$ cat src/rtl/pwm_capture.sv
// pwm_capture: measures high time and rise-to-rise period of an asynchronous
// PWM input and exposes them through an Avalon-MM register file with a level IRQ.
module pwm_capture #(
  parameter int unsigned CNT_W          = 24,
  parameter int unsigned TIMEOUT_CYCLES = 2500000
) (
  input  logic        clk,
  input  logic        reset_n,
  input  logic        pwm_in,
  input  logic [1:0]  avs_address,
  input  logic        avs_read,
  input  logic        avs_write,
  input  logic [31:0] avs_writedata,
  output logic [31:0] avs_readdata,
  output logic        irq
);

  localparam int unsigned DATA_W = 32;
  localparam int unsigned CMP_W  = (CNT_W > 32) ? CNT_W : 32;
  localparam logic [CNT_W-1:0] CNT_MAX = '1;
  localparam logic [1:0] ADDR_CTRL   = 2'd0;
  localparam logic [1:0] ADDR_WIDTH  = 2'd1;
  localparam logic [1:0] ADDR_PERIOD = 2'd2;
  localparam logic [1:0] ADDR_STATUS = 2'd3;

  typedef enum logic [1:0] {
    ST_IDLE = 2'd0,
    ST_HIGH = 2'd1,
    ST_LOW  = 2'd2
  } state_t;

  state_t state_q, state_d;

  logic             sync1_q, sync2_q, sync3_q;
  logic             rise_c, fall_c;
  logic             en_q, irq_en_q;
  logic [CNT_W-1:0] hi_cnt_q, per_cnt_q, hi_hold_q;
  logic [CNT_W-1:0] width_q, period_q;
  logic             valid_q, ovf_q, tmo_q;
  logic             start_c, latch_c, publish_c, timeout_c;
  logic             per_at_to_c, pub_sat_c;
  logic             wr_ctrl_c, wr_stat_c;
  logic [2:0]       clr_c;
  logic [31:0]      rdata_c;
  logic             unused_wdata;

  function automatic logic [CNT_W-1:0] sat_inc(input logic [CNT_W-1:0] v);
    return (v == CNT_MAX) ? v : v + CNT_W'(1);
  endfunction

  // Two-flop synchronizer plus edge-detect flop; both edges see equal delay.
  always_ff @(posedge clk or negedge reset_n) begin
    if (!reset_n) begin
      sync1_q <= 1'b0;
      sync2_q <= 1'b0;
      sync3_q <= 1'b0;
    end else begin
      sync1_q <= pwm_in;
      sync2_q <= sync1_q;
      sync3_q <= sync2_q;
    end
  end

  assign rise_c      = sync2_q & ~sync3_q;
  assign fall_c      = ~sync2_q & sync3_q;
  assign per_at_to_c = (CMP_W'(per_cnt_q) == CMP_W'(TIMEOUT_CYCLES));
  assign pub_sat_c   = (hi_hold_q == CNT_MAX) | (per_cnt_q == CNT_MAX);

  always_ff @(posedge clk or negedge reset_n) begin
    if (!reset_n) state_q <= ST_IDLE;
    else          state_q <= state_d;
  end

  // Next state and measurement strobes; timeout outranks edges.
  always_comb begin
    state_d   = state_q;
    start_c   = 1'b0;
    latch_c   = 1'b0;
    publish_c = 1'b0;
    timeout_c = 1'b0;
    if (!en_q) begin
      state_d = ST_IDLE;
    end else begin
      case (state_q)
        ST_IDLE: begin
          if (rise_c) begin
            start_c = 1'b1;
            state_d = ST_HIGH;
          end
        end
        ST_HIGH: begin
          if (per_at_to_c) begin
            timeout_c = 1'b1;
            state_d   = ST_IDLE;
          end else if (fall_c) begin
            latch_c = 1'b1;
            state_d = ST_LOW;
          end
        end
        ST_LOW: begin
          if (per_at_to_c) begin
            timeout_c = 1'b1;
            state_d   = ST_IDLE;
          end else if (rise_c) begin
            publish_c = 1'b1;
            state_d   = ST_HIGH;
          end
        end
        default: state_d = ST_IDLE;
      endcase
    end
  end

  always_ff @(posedge clk or negedge reset_n) begin
    if (!reset_n) begin
      hi_cnt_q  <= '0;
      per_cnt_q <= '0;
      hi_hold_q <= '0;
      width_q   <= '0;
      period_q  <= '0;
    end else begin
      if (start_c || publish_c) begin
        hi_cnt_q  <= CNT_W'(1);
        per_cnt_q <= CNT_W'(1);
      end else if (state_q == ST_HIGH) begin
        hi_cnt_q  <= sat_inc(hi_cnt_q);
        per_cnt_q <= sat_inc(per_cnt_q);
      end else if (state_q == ST_LOW) begin
        per_cnt_q <= sat_inc(per_cnt_q);
      end
      if (latch_c) hi_hold_q <= hi_cnt_q;
      if (publish_c) begin
        width_q  <= hi_hold_q;
        period_q <= per_cnt_q;
      end else if (timeout_c) begin
        width_q  <= '0;
        period_q <= '0;
      end
    end
  end

  assign wr_ctrl_c    = avs_write & (avs_address == ADDR_CTRL);
  assign wr_stat_c    = avs_write & (avs_address == ADDR_STATUS);
  assign clr_c        = wr_stat_c ? avs_writedata[2:0] : 3'b000;
  assign unused_wdata = ^avs_writedata[31:3];

  // Control and W1C status; a hardware set wins over a same-cycle clear.
  always_ff @(posedge clk or negedge reset_n) begin
    if (!reset_n) begin
      en_q     <= 1'b0;
      irq_en_q <= 1'b0;
      valid_q  <= 1'b0;
      ovf_q    <= 1'b0;
      tmo_q    <= 1'b0;
    end else begin
      if (wr_ctrl_c) begin
        en_q     <= avs_writedata[0];
        irq_en_q <= avs_writedata[1];
      end
      valid_q <= publish_c | (valid_q & ~clr_c[0] & ~timeout_c);
      ovf_q   <= (publish_c & pub_sat_c) | (ovf_q & ~clr_c[1]);
      tmo_q   <= timeout_c | (tmo_q & ~clr_c[2]);
    end
  end

  always_comb begin
    rdata_c = '0;
    case (avs_address)
      ADDR_CTRL:   rdata_c = {30'b0, irq_en_q, en_q};
      ADDR_WIDTH:  rdata_c = DATA_W'(width_q);
      ADDR_PERIOD: rdata_c = DATA_W'(period_q);
      ADDR_STATUS: rdata_c = {29'b0, tmo_q, ovf_q, valid_q};
      default:     rdata_c = '0;
    endcase
  end

  always_ff @(posedge clk or negedge reset_n) begin
    if (!reset_n) begin
      avs_readdata <= '0;
      irq          <= 1'b0;
    end else begin
      avs_readdata <= avs_read ? rdata_c : '0;
      irq          <= irq_en_q & (valid_q | tmo_q);
    end
  end

endmodule
$ cat config.mk
export PLATFORM = sky130hd
export DESIGN_NAME = pwm_capture
export DESIGN_NICKNAME = d
export VERILOG_FILES = /design/src/rtl/pwm_capture.sv
export SDC_FILE = /design/constraint.sdc
export NUM_CORES = 1
export LEC_CHECK = 0
export CAP_MARGIN = 20
export CORE_ASPECT_RATIO = 1.75
export CORE_MARGIN = 8
export CORE_UTILIZATION = 35
export CTS_CLUSTER_DIAMETER = 40
export DETAILED_ROUTE_END_ITERATION = 8
export PLACE_DENSITY_LB_ADDON = 0.15
export SYNTH_ARGS = -nofsm -noshare
export SYNTH_HDL_FRONTEND = slang
export SYNTH_SLANG_ARGS = --single-unit
export TNS_END_PERCENT = 10
$ cat constraint.sdc
create_clock -name clk -period 3.4 [get_ports clk]
set_clock_uncertainty 0.05 [all_clocks]
set_input_delay 0.68 -clock clk [delete_from_list [all_inputs] [get_ports clk]]
set_output_delay 0.68 -clock clk [all_outputs]
set_load 0.005 [all_outputs]
# Word level (Yosys, flattened, before mapping)
# Index checks and enable logic that the tools add are counted.
[classes]
add_sub_neg = 2
multipliers = 0
div = 0
magnitude_cmp = 0
eq_ne = 11
n_shift = 0
muxes = 32
bitwise_logic = 21
n_reduce_logical = 8
[op_table]
columns = ["cell", "count"]
rows = [
  ["2-to-1 mux 24 bit", 10],
  ["one-hot mux 32 bit (4 select lines)", 1],
  ["equality test 24 bit (second input constant)", 3],
  ["adder 24 x 1 -> 24 bit (second input constant)", 2],
  ["2-to-1 mux 32 bit", 1],
  ["equality test 24 x 22 -> 1 bit (second input constant)", 1],
  ["2-to-1 mux 1 bit", 13],
  ["AND 1 bit", 10],
  ["2-to-1 mux 2 bit", 5],
  ["equality test 2 bit (second input constant)", 3],
  ["NOT 1 bit", 6],
  ["one-hot mux 2 bit (3 select lines)", 1],
  ["bitwise OR 1 bit", 5],
  ["equality test 2 x 1 -> 1 bit (second input constant)", 2],
  ["logical NOT 2 bit", 2],
  ["!= test 4 bit (second input constant)", 1],
  ["nonzero test 2 bit", 2],
  ["2-to-1 mux 3 bit", 1],
  ["nonzero test 3 bit", 1],
  ["!= test 2 bit (second input constant)", 1],
  ["AND reduction 2 bit", 1],
  ["OR reduction 2 bit", 1],
  ["logical OR 1 bit", 1],
]
[word_totals]
reg_bits = 163
latchBits = 0
mem_bits_rw = 0
romBits = 0
input_bits = 39
output_inout_bits = 33
wordCells = 90
memories = 0

# Depth between registers and ports, before layout
# Gate-level depths: netlist (run 1).
[logic_depth]
word_depth = 9
ltp_mapped = 10
depth_no_buf = 7

# Least setup slack after synthesis (run 1)
# OpenSTA, ideal clock, no wires.
[synth_timing]
path_kind = "register to register"
from = "register per_cnt_q[0]"
to = "register hi_hold_q[10]"
setup_ps = 125
arrival_time_ps = 1960
required_ps = 3225
path_slack_ps = 1265
stages_incl_launch_ff = 11
n_path_buf = 3
synth_period_minus_slack_ps = 2135
cell_sequence = "dfrtp_1 inv_1 ha_1 nor4b_1 and4_1 buf_4 a21oi_2 and3_1 buf_6 buf_6 mux2_2"
[synth_between]
elab_chain_len = 4
[synth_rtl]
columns = ["item", "line_no", "source"]
rows = [
  ["start, declared", "37", "logic [CNT_W-1:0] hi_cnt_q, per_cnt_q, hi_hold_q;"],
  ["start signal, assigned", "127", "per_cnt_q <= sat_inc(per_cnt_q);"],
  ["start signal, assigned", "129", "per_cnt_q <= sat_inc(per_cnt_q);"],
  ["equality test 24 x 22 -> 1 bit", "66", "assign per_at_to_c = (CMP_W'(per_cnt_q) == CMP_W'(TIMEOUT_CYCLES));"],
  ["2-to-1 mux 1 bit", "92", "if (per_at_to_c) begin"],
  ["2-to-1 mux 1 bit", "84", "case (state_q)"],
  ["2-to-1 mux 1 bit", "81", "if (!en_q) begin"],
  ["end signal, assigned", "131", "if (latch_c) hi_hold_q <= hi_cnt_q;"],
  ["end, declared", "37", ""],
]
# Every way passes these cells.
# A chain may end at the register's enable or synchronous reset.

# Worst setup path in the final report (run 1)
[layout_timing]
from = "register per_cnt_q[0]"
to = "register per_cnt_q[2]"
[layout_between]
elab_chain_len = 6
word_cells_on_any_way = 12
cone_classes = "add/sub: 1; eq/ne: 2; mux: 7; reduce/logical: 2"
[layout_rtl]
columns = ["item"]
rows = [
  ["branches (longest 6 deep; another with adder 24 x 1 -> 24 bit)"],
]
# Several ways; the timed one is not identified. The select of a mux whose other input is x is not followed.

==> results of run 1 <==
## flip-flops by register name (all words and copies together), names as in the netlist
register and count:
width_q 24, per_cnt_q 24, valid_q 1, tmo_q 1
avs_readdata 24, irq_en_q 1, ovf_q 1, hi_cnt_q 24
hi_hold_q 24, period_q 24, irq 1, sync1_q 1
state_q 2, sync2_q 1, sync3_q 1, en_q 1
## where the power goes
group	switching (mW)	internal, mW	total (mW)
clock network	0.829	1.19	2.01
registers	0.0965	1.92	2.02
logic	0.207	0.141	0.348
total	1.13	3.24	4.38
## placed cells by master, fill, tap and decap left out, drive strengths merged, types with 3 or more instances in the layout
cell / count
and4: 3
o21ai: 72
nand4: 22
nor2b: 26
nor4: 4
xnor2: 9
clkinv: 3
clkbuf: 17
bufinv: 3
nor3b: 3
o31ai: 9
or4: 10
conb: 8
nor2: 28
nor4b: 3
and2: 3
and3: 5
buf: 21
nand2: 117
or3: 21
nor3: 12
a22oi: 22
o211ai: 10
xor2: 7
a21oi: 29
dfrtp: 155
ha: 7
nand3: 18
mux2: 27
inv: 23
clkdlybuf4s50: 33
## area by class of cell
cell class                 count  area (um2)
sequential                   155        3879
fill                        1996       11810
tap                          248       310.3
multi-input combinational    497        3022
inverter                      15       56.30
clock inverter                15       200.2
timing repair buffer          54       504.2
clock buffer                  17       425.4
## logic make-up after synthesis
group	count (synthesis)	share of synthesized area [%]
xor gates and xnor gates	16	1.949
other	1	0.05215
DFF	155	53.94
buffers and inverters	63	4.507
muxes	30	4.994
and+or+nand+nor	281	20.12
adders and majority gates	7	1.218
AOI/OAI and AO/OA	155	13.22
## worst paths after layout
check / start / cells after the start / endpoint / slack, ns
max: per_cnt_q[0] / 8 / per_cnt_q[2] / 0.70
min: reset_n / 1 / per_cnt_q[8] / 0.21
max reg2reg: per_cnt_q[0] / 8 / per_cnt_q[2] / 0.70
min reg2reg: sync1_q / 0 / sync2_q / 0.31
max in group asynchronous: reset_n / 2 / avs_readdata[16] / 2.23
min in group clk: sync1_q / 0 / sync2_q / 0.31
## stage by stage
stage               hold WS [ns]  instances
finish                    0.2058       1001
global placement          0.2834        969
detailed placement        0.2962        969
CTS                       0.2354       1001
floorplan                 0.2812        715
global route              0.2675       1001
## metal layers
metal  share of wire (%)  wire [um]  track usage, %
met3                 3.2        579           2.682
met4                 3.3        588           7.393
met1                  41       7319           15.43
met5                   0          0               0
met2                  53       9468           26.14
==> flow_results.org, run 1 <==
** Cells and area
- Non-Filler Cell Area, Final :: 8397 um2
- Final core occ :: 41.56%
- From synthesis to final layout, the design area changed by 16.77%.
- Ratio of cells with drive above 1 in the final layout :: 12.48%
- The final layout contains 786 nets.
- Final antenna diode count :: 0

** Synth
- Counting flops with a built-in enable in the synthesized netlist gives 0.
- Most frequently used flop master after synthesis :: dfrtp_1
- Ys async rst share :: 100.0%
- Counting instances in the post-synthesis netlist gives the leading cell types as dfrtp_1, nand2_1, o21ai_0.
- After synthesis, the cell types taking the most area are dfrtp_1, nand2_1, o21ai_0.
- The cell area that synthesis handed to floorplanning was 7191 um2.
- Mean Syn Cell Area :: 10.16 um2
- Total of warnings raised by yosys :: 0
- Distinct cell type count after synthesis :: 56
- #FFs+latches synth :: 155
- Dominant cell by count in the synthesized netlist :: dfrtp_1
- Gate count after technology mapping :: 708
- The top cell type by area accounts for 53.94% of the synthesized area.
- The largest total area in the synthesized netlist belongs to dfrtp_1.
- Sequential fraction of the synthesis area :: 53.94%

** Routing
- After detailed routing, the total wire length is between 15000 and 20000 um.
- For this run, the detailed router's first-pass iteration total came to 5.
- The count of nets left with antenna violations once routing finished came out at 0.
- In the routed layout, each cell is associated on average with a via count of 5.390.
- Total number of vias :: 5395
- Detailed-route DRC error count :: 0
- Dividing the detail-routed wire length by the instance count gives 17.94 um.
- Initial detailed-routing violation count :: between 300 and 400

** Clock network
- Hold-fix buffers at CTS :: 0
- Number of levels in the clock H-tree :: 4
- Number of buffers added by the clock tree synthesis step :: 17
- The tree is rooted in a clkbuf_16.
- Post-CTS Repair Setup Buffers :: 0
- Clock-pin slew on the worst setup and hold paths :: around 0.06 ns
- The clock drives 155 sinks.
- Counting along the longest clock path gives a buffer depth of 2.
- Clock latency on the worst-skew pair, taken at its later pin, is 0.42 ns.
- The number of gates resized after CTS was 0.
- CTS tree :: built

** Setup path
- The worst setup path is captured at a flop.
- For the worst setup path, the data arrival time is between 2 and 3 ns.
- By startpoint and endpoint, the worst setup path is classified as reg2reg.
- Data on the critical path is required at its endpoint by 3.67 ns.
- Crit path largest cell delay :: 0.48 ns
- Counting both buffers and inverters, the worst setup path holds a total of 2.
- Critical Path Start Type :: flop
- The cell family contributing the most delay on the critical path is compound AO/OA/AOI/OAI gates.
- On the critical path, the stage with the largest delay is an instance of and4_1.
- In this run the worst path has a maximum fanout of 15.
- The critical path goes through inv_1 -> ha_1 -> nor4b_1 -> and4_1 -> a21boi_0 -> o211a_1 -> buf_4 -> a211oi_1.

** Timing
- The clock period could shrink to roughly 2.7 ns.
- Final Hold Viols :: 0
- Unrepaired setup endpoints after global routing :: false
- Of the available clock period, the critical path in the final layout requires 79.48%.
- In the post-route analysis, the smallest setup slack over all paths is 0.6977 ns.
- The count of final max-slew check failures came to 0.
- Total of endpoints with negative setup slack in the final report :: 0
- The worst pin sits at a relative slew slack of approximately 40%.
- Total Neg Setup Slack :: 0 ns
- Maximum achievable frequency :: 370.0 MHz
- Least-Margin Pin Slew :: 0.8985 ns

** Global routing
- The number of antenna violations at the first check in global routing is 0.
- Total global routing overflow :: 0
- Gr usage total :: 14.32%
- Largest net degree at the start of global routing :: 73
- The number of global-route vias before repair is between 5k and 6k.
- First-pass GRT wire length :: approximately 30000 um

** Power
- Maximum resistive drop on vdd :: approximately 0.33 mV
- Total Power :: 4.378 mW
- For this design the ratio of total power to cell area is 521.3 nW/um2.
- The analysis attributes to cell leakage a power of between 3 and 4 nW.

** Outcome
- The flow ran to the end, and the final reports show no timing, DRC or antenna violations.

** Die
- Die X :: 124.4 um
- Floorplan die area :: 25570 um2
- Initial standard-cell utilization of the core :: roughly 36%
- 72 I/O pins were placed.
- Standard-cell row count :: 69
- Measured along the y axis, the die boundary spans 205.6 um.
- The region available for standard cell placement spans 20200 um2.

** Placed design
- Input/output buffers :: 34
- The congestion estimate from routability-driven global placement came to between 0.8 and 0.9.
- DP Wirelength :: 12940 um
- In this run the cell area measured after placement is a little under 8000 um2.
- OpenSTA, run right after detailed placement, puts the worst setup slack at 0.6633 ns.

** Flow run
- Max-cap violation count :: 0

** Min path
- In this run the worst hold path is classified as in2async.
Power figures use the tool's default switching activity.
==> inputs of run 2 (changes only) <==
- clock period: 3.4 -> 2.5 ns (I/O delays scaled with it)
==> flow_results.org, run 2 (synthesis results as in run 1) <==
** Die
- Once the floorplan was initialized, standard cells occupied 35.59% of the core.
- During I/O placement, the number of pins put on the boundary was 72.
- Standard-cell row count :: 69
- Core outline area :: between 20000 and 25000 um2
- The die covers 25570 um2.
- The die is ~210 um tall.
- The die is between 100 and 150 um wide.

** Clock network
- The clock tree synthesis step divided the H-tree into 4 levels.
- Sink count of the clock tree :: between 150 and 200
- TritonCTS built the clock tree.
- After clock tree synthesis, the clock-pin slew on the worst setup and hold paths is approximately 0.070 ns.
- Counting along the longest clock path gives a buffer depth of 2.
- In this run, CTS created clock tree buffers numbering 17.
- Clock tree synthesis selected as its root buffer the cell clkbuf_16.
- Insertion delay of the later-clocked pin in the worst-skew pair :: 0.43 ns
- Once the clock tree was built, the setup fixing pass inserted 0 buffers.

** Cells and area
- Area overhead of the layout relative to synthesis :: 20.71%
- The library cell used most frequently in the layout, excluding fill and tap cells, is dfrtp_1.
- Cells fill 42.96% of the core in the end.
- Final antenna diode count :: 0
- In the layout the commonest cells are dfrtp_1, nand2_1, o21ai_0.
- Once layout is done, the placed cells without fillers occupy around 8700 um2.
- Post-layout net count :: 820
- Ratio of cells with drive above 1 in the final layout :: 16.26%
- Once layout is complete, the cells apart from fillers number 1035.

** Power
- Cell-internal power :: 4.298 mW
- Switching power :: about 1.6 mW
- Switching share of power :: 26.98%
- Leakage power :: 3.691 nW
- The design draws 5.885 mW.
- Sequential cells account for 46.2% of the total power.
- Clock power share :: a little over two fifths
- In this run the power density over the cells is 678.1 nW/um2.
- Maximum resistive drop on vdd :: 0.4788 mV
- Of the total power, combinational logic draws 10.0%.

** Setup path
- The worst register-to-register path has a depth of 8.
- The endpoint identified for the worst register-to-register timing path is per_cnt_q[2].
- The worst setup path is launched from a flop.
- Largest fanout of any net on the critical path :: 23
- On the worst path, the slowest cell contributes a delay of just under 0.4 ns.
- Traced cell by cell, the critical path runs through inv_1 -> ha_1 -> nor4b_1 -> and4_2 -> a21boi_0 -> o211a_1 -> buf_4 -> a211oi_1.
- Classification of the worst setup path :: reg2reg
- For the worst setup path, the data required time is 2.78 ns.
- Start of the worst register-to-register path :: per_cnt_q[0]
- The worst setup path is captured at a flop.
- Together, buffers and inverters on the worst path number 2.
- Dominant delay contributor by cell family on the critical path :: compound AO/OA/AOI/OAI gates
- In this run the register-to-register setup slack is 0.14 ns.
- Among all stages on the critical path, the largest delay is contributed by dfrtp_1.
- Tracing the worst setup path back leads to its startpoint at per_cnt_q[0].
- For the worst setup path, the data arrival time is 2.64 ns.

** Timing
- The count of final max-slew check failures came to 0.
- The number of failing hold endpoints at the final stage is 0.
- In this run the tightest slew margin relative to its limit is 48.67%.
- Derived from the worst setup path, the maximum achievable clock frequency is 423.5 MHz.
- Total Neg Setup Slack :: 0 ns
- Shortest period the worst path allows :: around 2.4 ns
- Total of endpoints with negative setup slack in the final report :: 0
- Final period util :: 94.45%
- At the pin with the least slew margin, the transition time is roughly 0.77 ns.
- Unrepaired setup endpoints after global routing :: false
- Worst setup margin :: 0.1388 ns
- Worst hold slack :: 0.3025 ns

** Placed design
- Weighted congestion reported at the end of routability-driven placement :: 0.8690
- Input/output buffers :: 34
- Setup WS pre-CTS :: 0.1047 ns
- Cell area after placement :: 8082 um2
- After legalization and detailed placement, the total HPWL measured 13390 um.
- Once placement completed, the tool counted placed cells totaling 1002.

** Global routing
- Entering global routing, the biggest net connects 51 pins.
- The number of antenna violations at the first check in global routing is 0.
- For met3 alone, demand over resource in global routing was 2.785%.
- Gr usage total :: 14.89%
- The number of global-route vias before repair was 5791.
- The first global-routing pass estimated 30620 um of wire.
- In the global route stage, met1 resource usage came out at approximately 16%.
- For this run the aggregate overflow at the end of global routing stands at 0.
- Routing layer with the top usage in global route :: met2
- Met2 layer usage reported by global route :: 26.85%

** Routing
- ANT nets after route :: 0
- Dividing the detail-routed wire length by the instance count gives 17.75 um.
- The final route contains ~5.5k vias.
- Final wirelength :: 18370 um
- In the routed design, unresolved DRC markers number 0.
- Initial detailed-routing violation count :: 287
- The pre-antenna-repair detailed-routing pass consisted of 4 iterations.
- Via-per-instance ratio :: about 5.3

** Flow run
- Max-cap violation count :: 0

** Min path
- Worst hold-check path type :: reg2reg
- Source of the worst hold timing path :: sync1_q
- Endpoint of the worst hold path :: sync2_q
- Count of cells along the worst hold path :: 0

** Outcome
- The run finished with clean final reports.
run 2: what timing repair did:
item | CTS | global route
setup endpoints to repair | 0 | 6
hold endpoints to repair | 39 | 0
resized for setup | 0 | 1
hold buffers | 1 | 0
run 2: worst register-to-register path, delay by kind of cell, from the launching register on:
kind | cells | cell delay [ns]
adder cells (fa/ha/maj) | 1 | 0.19
flip-flops | 1 | 0.39
buffers and inverters | 2 | 0.37
AO/OA/AOI/OAI | 3 | 0.69
AND/OR/NAND/NOR | 2 | 0.58
run 2: layout make-up:
class / count / area [um2]
clock buffers: 18 / 439.2
clock inverters: 14 / 147.6
fillers: 1978 / 11520
inverters: 15 / 56.30
multi-input cells: 497 / 3023
flip-flops and latches: 155 / 3879
well taps: 248 / 310.3
repair buffers: 88 / 824.5
run 2: how the worst max path moves through the flow:
stage                     slack (ns)            end  depth (start not counted)
after global placement          0.12  per_cnt_q[10]                          8
after detailed placement        0.10  per_cnt_q[10]                          8
after floorplan                 0.37  hi_hold_q[10]                         10
after CTS                       0.09   per_cnt_q[2]                          8
after global routing            0.02   per_cnt_q[2]                          8
final                           0.14   per_cnt_q[2]                          8
run 2: power groups by stage:
stage,Combinational (mW),Clock [mW],Sequential [mW]
final,0.587,2.58,2.72
after global routing,0.652,2.75,2.74
after CTS,0.599,2.65,2.72
after detailed placement,0.593,0,2.77
after global placement,0.578,0,2.76
after floorplan,0.320,0,2.74
run 2: layer usage:
metal	part of all wire (%)	wire, um	up-vias
met3	3.2	587	29
met5	0	0	-
met1	41	7538	2721
met4	3.4	619	0
met2	52	9624	101
li1	-	-	2619
==> inputs of run 3 (changes only) <==
- CAP_MARGIN: 20 -> 10
- SLEW_MARGIN: default -> 15
- clock period: 2.5 -> 2.7 ns (I/O delays scaled with it)
==> flow_results.org, run 3 (synthesis results as in run 1) <==
** Die
- Measured along the x axis, the die boundary spans about 120 um.
- Floorplan die area :: ~26000 um2
- During I/O placement, the number of pins put on the boundary was 72.
- After floorplanning, the core was sized to cover 20200 um2.
- Once the floorplan was initialized, standard cells occupied a little over a third of the core.
- Row generation in the floorplan step produced between 60 and 70 rows.
- The floorplan step set the die height to 205.6 um.

** Global routing
- Gr usage total :: 14.86%
- Total global routing overflow :: 0
- The first global-routing pass estimated 30410 um of wire.
- Number of antenna violations at the first check in global routing :: 0
- Via count of the first global-routing pass :: 5592
- Largest net degree at the start of global routing :: 62

** Routing
- Via-per-instance ratio :: 5.353
- After detailed routing, the number of remaining DRC violations is 0.
- Summing over every cut layer, the via total after detailed routing is 5428.
- ANT nets after route :: 0
- The first routing iteration left 346 violations.
- Drt first pass iters :: 4
- Summed over all layers, the routed wires come to 18390 um.
- In the final routed layout, each cell accounts on average for 18.14 um.

** Placed design
- Cell count after placement :: 983
- At the end of routability-driven placement, the weighted congestion stood at 0.8552.
- Input/output buffers :: 34
- Detailed placement finished with a half-perimeter wire length of 13230 um.
- The placed instances occupy a cell area of ~7900 um2.
- OpenSTA, run right after detailed placement, puts the worst setup slack at 0.1914 ns.

** Setup path
- Of all nets on the critical path, the largest fanout is 23.
- Classification of the worst setup path :: reg2reg
- At the worst endpoint, the arrival time is 2.80 ns.
- Start of the worst register-to-register path :: per_cnt_q[0]
- In this run the register-to-register setup slack is 0.17 ns.
- FF-to-FF path depth :: 8
- Worst setup path start :: per_cnt_q[0]
- For the worst setup path, the data required time is 2.97 ns.
- In this run the critical register-to-register path is captured at per_cnt_q[2].
- Critical Path Start Type :: flop
- Element type at the critical path end :: flop

** Cells and area
- Of the cells placed in the final design, the portion with a size suffix greater than 1 is between 10% and 20%.
- The finished layout holds 1014 standard cells, fillers aside.
- From synthesis to final layout, the design area changed by 18.20%.
- In the final design database the tool counted 800 nets.
- With fillers left out, the area of the finished cells amounts to around 8500 um2.
- The top cell types in the final layout, fill and taps aside, are dfrtp_1, nand2_1, o21ai_0.
- The repair_antennas step left the layout with diodes totalling 0.
- Most common cell after layout, fill and taps aside :: dfrtp_1
- Measured on the finished design, the core utilization comes to 42.07%.

** Power
- In this run the power density over the cells is 636.9 nW/um2.
- Registers are responsible for 47.0% of the overall power.
- Switching power :: 1.420 mW
- Switching share of power :: a little over a quarter
- Maximum resistive drop on vdd :: 0.4780 mV
- Clock power share :: between 40% and 50%
- After layout, the design draws a total of approximately 5.4 mW.
- Cell-internal power :: 3.993 mW
- Summed over all cells, the static leakage comes to 3.575 nW.
- Comb power frac :: about 8.4%

** Clock network
- No sink is reached through more buffers than the 2 on the longest clock path.
- Clock-pin slew on the worst setup and hold paths :: around 0.07 ns
- Sink count of the clock tree :: around 160
- Buffers inserted during clock tree synthesis total 17.
- Post-CTS Repair Setup Buffers :: 0
- The H-tree was split into 4 levels.
- CTS tree :: built
- Clock root buffer :: clkbuf_16
- Post-cts sizing count :: 0
- Insertion delay of the later-clocked pin in the worst-skew pair :: 0.43 ns
- Hold-fix buffers at CTS :: 0

** Timing
- Across all setup checks in the final design, the least slack found is 0.1697 ns.
- Total Neg Setup Slack :: 0 ns
- The number of failing hold endpoints at the final stage is 0.
- Total of endpoints with negative setup slack in the final report :: 0
- The worst pin sits at a relative slew slack of 47.71%.
- The final critical path takes up around 94% of the cycle.
- Setup repair after global routing left no endpoint under its margin.
- Shortest period the worst path allows :: 2.530 ns
- Least-Margin Pin Slew :: 0.7819 ns
- Maximum achievable frequency :: 395.2 MHz
- On the final layout, the worst hold slack is 0.03194 ns.
- Number of pins with negative max-slew slack in the final report :: 0

** Flow run
- Max-cap violation count :: 0

** Min path
- Worst hold-check path type :: in2async

** Outcome
- Outcome :: finished, final reports clean
[run 3: worst max path at each step]
stage / end / cells past startpoint / slack, ns
2_1_floorplan: hi_hold_q[10] / 10 / 0.57
3_3_place_gp: ovf_q / 9 / 0.25
3_5_place_dp: per_cnt_q[2] / 8 / 0.19
4_1_cts: per_cnt_q[2] / 8 / 0.16
5_1_grt: per_cnt_q[2] / 8 / 0.03
6_report: per_cnt_q[2] / 8 / 0.17
[run 3: layout make-up]
type / count / area, um2
Fill cell: 2003 / 11700
Sequential cell: 155 / 3879
Multi-Input combinational cell: 497 / 3022
Timing Repair Buffer: 68 / 646.9
Clock buffer: 17 / 425.4
Tap cell: 248 / 310.3
Clock inverter: 14 / 160.2
Inverter: 15 / 56.30
[run 3: worst max-delay path, stage by stage (launching register included)]
cell,delay (ns)
dfrtp_1,0.43
inv_1,0.10
ha_1,0.17
nor4b_1,0.20
and4_1,0.46
a21boi_0,0.15
o211a_1,0.34
buf_4,0.26
a211oi_1,0.25
[run 3: layer usage]
| layer | wire (um) | global-route usage [%] | part of all wire [%] |
|---|---|---|---|
| met1 | 7467 | 16.44 | 41 |
| met2 | 9801 | 26.89 | 53 |
| met3 | 552 | 2.837 | 3.0 |
| met4 | 567 | 6.917 | 3.1 |
| met5 | 0 | 0 | 0 |
[run 3: power by group through the flow]
stage / Combinational [mW] / Sequential [mW] / Clock, mW
detailed placement: 0.463 / 2.59 / 0
CTS: 0.465 / 2.55 / 2.48
global placement: 0.453 / 2.59 / 0
global route: 0.515 / 2.56 / 2.57
floorplan: 0.296 / 2.53 / 0
finish: 0.455 / 2.55 / 2.41
